==> config.mk <==
export PLATFORM = sky130hd
export DESIGN_NAME = btn_gesture_ctrl
export DESIGN_NICKNAME = d
export VERILOG_FILES = /design/src/rtl/btn_pkg.sv /design/src/rtl/btn_gesture_ctrl_pulse_stretcher.sv /design/src/rtl/btn_gesture_ctrl.sv
export SDC_FILE = /design/constraint.sdc
export NUM_CORES = 1
export LEC_CHECK = 0
export CORE_MARGIN = 1.5
export CORE_UTILIZATION = 32
export CTS_CLUSTER_DIAMETER = 80
export DETAILED_ROUTE_END_ITERATION = 10
export DONT_BUFFER_PORTS = 1
export PLACE_DENSITY = 0.47
export SLEW_MARGIN = 20
export SYNTH_ARGS = -nofsm -noshare
export SYNTH_HDL_FRONTEND = slang
export SYNTH_SLANG_ARGS = --single-unit
export TNS_END_PERCENT = 20
==> constraint.sdc <==
create_clock -name clk -period 2.9 [get_ports clk]
set_input_delay 0.29 -clock clk [delete_from_list [all_inputs] [get_ports clk]]
set_output_delay 0.29 -clock clk [all_outputs]
set_load 0.02 [all_outputs]
==> src/rtl/btn_pkg.sv <==
// Shared types and helpers for the button gesture controller.
package btn_pkg;

    // Gesture FSM states.
    typedef enum logic [1:0] {
        IDLE  = 2'd0,
        WAIT1 = 2'd1,
        HOLD  = 2'd2
    } state_t;

    // Code reported on last_event for the most recent gesture.
    typedef enum logic [1:0] {
        NONE   = 2'd0,
        SINGLE = 2'd1,
        DOUBLE = 2'd2,
        LONG   = 2'd3
    } gesture_t;

    // Convert a duration in milliseconds into clock cycles.
    function automatic int unsigned ms_to_clks(input int unsigned clk_hz,
                                               input int unsigned ms);
        return clk_hz / 1000 * ms;
    endfunction

endpackage

==> src/rtl/btn_gesture_ctrl_pulse_stretcher.sv <==
// Fixed-width pulse generator: a trigger starts a WIDTH_CYCLES-long pulse.
// Triggers arriving while the pulse is already running are ignored.
module pulse_stretcher #(
    parameter int unsigned WIDTH_CYCLES = 16
) (
    input  logic clk,
    input  logic reset,
    input  logic trig,
    output logic pulse
);

    localparam int CNT_W = $clog2(WIDTH_CYCLES + 1);

    logic [CNT_W-1:0] cnt;

    // Down-counter: loads on trigger when idle, counts to zero and stops there.
    always_ff @(posedge clk) begin
        if (reset) begin
            cnt <= '0;
        end else if (cnt != '0) begin
            cnt <= cnt - 1'b1;
        end else if (trig) begin
            cnt <= CNT_W'(WIDTH_CYCLES);
        end
    end

    assign pulse = (cnt != '0);

endmodule

==> src/rtl/btn_gesture_ctrl.sv <==
// Button gesture recogniser: turns debounced click pulses and the long-press
// level into single / double / long-hold gesture pulses, and requests a
// fixed-width system reset on every long hold.
module btn_gesture_ctrl
    import btn_pkg::*;
#(
    parameter int unsigned CLK_FREQUENCY          = 100000000,
    parameter int unsigned DOUBLE_CLICK_WINDOW_MS = 1200,
    parameter int unsigned RST_PULSE_CYCLES       = 16
) (
    input  logic       clk,
    input  logic       reset,
    input  logic       click,
    input  logic       long_press,
    output logic       single_click,
    output logic       double_click,
    output logic       long_hold,
    output logic       sys_rst,
    output logic [1:0] last_event,
    output logic       busy
);

    localparam int unsigned WINDOW_CLKS = ms_to_clks(CLK_FREQUENCY, DOUBLE_CLICK_WINDOW_MS);
    localparam int          TIMER_W     = $clog2(WINDOW_CLKS + 1);
    localparam logic [TIMER_W-1:0] TIMER_LAST = TIMER_W'(WINDOW_CLKS - 1);

    state_t             state;
    gesture_t           last_q;
    logic [TIMER_W-1:0] timer;
    logic [TIMER_W-1:0] timer_inc;
    logic               first_cycle;
    logic               long_fire;

    assign timer_inc = timer + TIMER_W'(1);

    // A long hold is decided on this cycle; a long_press already high on the
    // first cycle out of reset is a stale hold and must not fire.
    always_comb begin
        long_fire = 1'b0;
        if (!reset && long_press) begin
            if (state == WAIT1)
                long_fire = 1'b1;
            else if (state == IDLE && !first_cycle)
                long_fire = 1'b1;
        end
    end

    // Gesture FSM with window timer and registered gesture pulses.
    always_ff @(posedge clk) begin
        if (reset) begin
            state        <= IDLE;
            timer        <= '0;
            first_cycle  <= 1'b1;
            single_click <= 1'b0;
            double_click <= 1'b0;
            long_hold    <= 1'b0;
            last_q       <= NONE;
        end else begin
            first_cycle  <= 1'b0;
            single_click <= 1'b0;
            double_click <= 1'b0;
            long_hold    <= 1'b0;
            case (state)
                IDLE: begin
                    if (long_press) begin
                        state <= HOLD;
                        if (long_fire) begin
                            long_hold <= 1'b1;
                            last_q    <= LONG;
                        end
                    end else if (click) begin
                        state <= WAIT1;
                        timer <= '0;
                    end
                end
                WAIT1: begin
                    timer <= timer_inc;
                    if (long_press) begin
                        state     <= HOLD;
                        long_hold <= 1'b1;
                        last_q    <= LONG;
                    end else if (click) begin
                        state        <= IDLE;
                        double_click <= 1'b1;
                        last_q       <= DOUBLE;
                    end else if (timer_inc == TIMER_LAST) begin
                        state        <= IDLE;
                        single_click <= 1'b1;
                        last_q       <= SINGLE;
                    end
                end
                HOLD: begin
                    if (!long_press)
                        state <= IDLE;
                end
                default: state <= IDLE;
            endcase
        end
    end

    pulse_stretcher #(
        .WIDTH_CYCLES(RST_PULSE_CYCLES)
    ) u_rst_stretch (
        .clk  (clk),
        .reset(reset),
        .trig (long_fire),
        .pulse(sys_rst)
    );

    assign last_event = last_q;
    assign busy       = (state != IDLE) || sys_rst;

endmodule

==> run summary <==
Final Critical Period = 2690 ps
RSZ-0062 raised after global routing = false
DRT antenna net count = 0
Vias per cell = 5.52
Yosys top cell by area = dfxtp_1
Post-synth EDFFs = 0
Share of layout cells above drive strength 1 = 0.0831
Starting DRT DRC Count = 155
Sw power = 0.000371 W
Routability cong. = 0.807
Global-route wire length before repair = 10.6 mm
Drt pass-1 iters = 4
Post-synth top cells = 40 x dfxtp_1, 38 x nor2_1, 30 x a21oi_1
Placed Cells = 403
Least-Margin Pin Slew = 704 ps
Clk network pwr share = 0.374
Fillcell total = 781
CTS tree = done
Critical Path Source = timer[0]
Setup bufs post-CTS = 0
Synthesized area = 2390 sq um
Asr flop ratio synth = 0
Grt total ovfl = 0
Syn_nets = 328
R2r startpoint = timer[0]
Peak supply drop = 0.152 mV
Count leader, synth = dfxtp_1
#FFs+latches synth = 40
Chip width = 89.5 um
LEAKAGE = 0.834 nW
PortBufs = 0
Sequential share of power = 0.469
Top post-synthesis cells by area = dfxtp_1 33%, a21oi_1 6.3%, nor2_1 6.0%
Via count = 2276
Setup violators final = 0
Io pins = 11
Number of remaining DRC errors = 0
Area growth, synth to finish = 8.26%
Critical path startpoint category = flop
Total Power = 0.00128 W
CP max FO = 9
WL final = 6.52 mm
Fmax = 372 MHz
Clock Tree Buf Depth = 2
Initial Util = 0.330
Final core occ = 0.357
Post-Syn Area per Cell = 7.45 sq um
Internal Power = 0.000910 W
Total CTS buffers = 5
Worst hold path type = primary input to flop
Slew Limit Fails = 0
WP data required = 3120 ps
PD cells = 495 nW/um^2
Reg clk slew, reported paths = 90 ps
Setup CP Type = flop to flop
Total core area = 7250 sq um
YS warnings = 0
Die height = 89.5 um
Status = finished, final reports clean
Final hold violation count = 0
Synth Instances = 321
Number of library cell types mapped by synthesis = 52
TNS Setup = 0 ps
Final HPWL DP = 4.44 mm
Worst EP arrival = 2910 ps
Finished Layout Cells = 412
Final nets = 319
Wirelength per Cell = 15.8 um
Main synth FF type = dfxtp_1
Slew HR = 0.531
Max Cap Viol = 0
Net Sw Frac = 0.289
H-tree depth = 2
GRT Overall Usage = 0.174
Diode count = 0
Worst setup EP type = flop
Hold Path Origin = reset
Synth top area share = 0.335
Initial antenna violation count = 0
Largest net degree at the start of global routing = 38
Std cell rows = 31
Clock Latency Late Sink = 300 ps
Clock Tree Root = clkbuf_8
CTS sink count = 40
Worst Skew = 4.65 ps
Final Cycle Share = 0.928
Sequential fraction of the synthesis area = 0.335
Vias in the first global route = 2038
Combinational power share = 0.156
Die Footprint = 8000 sq um
==> power groups by stage <==
| stage | clock network (W) | registers (W) | logic [W] |
|---|---|---|---|
| 2_1_floorplan | 0 | 0.000608 | 0.000174 |
| 3_3_place_gp | 0 | 0.000614 | 0.000198 |
| 3_5_place_dp | 0 | 0.000615 | 0.000199 |
| 4_1_cts | 0.000494 | 0.000602 | 0.000201 |
| 5_1_grt | 0.000523 | 0.000605 | 0.000231 |
| 6_report | 0.000480 | 0.000601 | 0.000200 |
==> cells in the final DEF, fill, tap and decap left out, types with 3 or more instances in the layout <==
master | netlist | routed
buf_4 | 2 | 7
nand3_1 | 12 | 12
nand2_1 | 21 | 21
a211oi_1 | 4 | 4
nor4_1 | 7 | 7
a31oi_1 | 9 | 9
nand4_1 | 13 | 13
inv_1 | 10 | 10
nor2_1 | 38 | 38
and3_1 | 7 | 7
clkbuf_8 | 0 | 5
dfxtp_1 | 40 | 40
nand3b_1 | 3 | 3
or3_1 | 6 | 6
xnor2_1 | 7 | 7
o21ai_0 | 25 | 25
nor3_1 | 8 | 8
or4_1 | 4 | 4
a22oi_1 | 3 | 3
and2_1 | 5 | 5
ha_1 | 3 | 3
a21oi_1 | 30 | 30
nor2b_1 | 6 | 6
a311oi_1 | 3 | 3
==> through the flow <==
step	worst slack, ps	instance area (sq um)	hold WS [ps]
after floorplan	547	2390	318
after global placement	348	2460	320
after detailed placement	250	2460	321
after CTS	232	2580	7.81
after global routing	13.7	2590	28.9
final	208	2590	56.4
==> final timing paths <==
path              slack [ps]                    to  cells past startpoint
setup reg to reg         210         last_event[1]                      8
setup / recovery         210         last_event[1]                      8
hold / removal            60  u_rst_stretch.cnt[0]                      1
hold reg to reg          480  u_rst_stretch.cnt[0]                      2
==> state kept, by name, summed over array words and instances, names as in the netlist <==
signal,cells
double_click,1
first_cycle,1
last_event,2
long_hold,1
single_click,1
state,2
timer,27
u_rst_stretch.cnt,5
==> metal layers <==
layer  wire length, um  track usage  part of all wire  up-vias
met5                 0            0                 0        -
met1              3300        0.245              0.51     1083
met3               301       0.0360             0.046        4
met4                53       0.0378            0.0081        0
met2              2870        0.273              0.44       38
li1                  -            -                 -     1151
==> worst max-delay path, stage by stage, from the launching register on <==
cell	delay [ps]
dfxtp_1	480
ha_1	340
nand3_1	200
or4_4	560
nor3_2	220
a2111oi_0	120
a41o_1	250
o2111a_1	270
a211oi_1	180
==> repair_timing <==
action                    4_1_cts  5_1_grt
gates resized for setup         0        0
hold endpoints to repair        0        1
hold buffers                    0        1
==> layout make-up <==
cell class | instances | area (sq um) | area share
timing repair buffer | 8 | 62.6 | 0.0242
tap | 99 | 124 | 0.0478
clock buffer | 5 | 68.8 | 0.0266
inverter | 10 | 37.5 | 0.0145
clock inverter | 3 | 47.5 | 0.0184
sequential | 40 | 801 | 0.309
multi-input combinational | 247 | 1450 | 0.559
==> kinds of logic (layout without fill, tap and decap cells) <==
kind of cell | count (synthesis) | in the layout | synth area share
XOR/XNOR | 9 | 9 | 0.0330
AO/OA/AOI/OAI | 87 | 87 | 0.219
multiplexers | 1 | 1 | 0.00418
flip-flops | 40 | 40 | 0.335
buffers and inverters | 34 | 26 | 0.0596
adder cells (fa/ha/maj) | 3 | 3 | 0.0157
AND/OR/NAND/NOR | 147 | 147 | 0.334
Power figures use the tool's default switching activity.
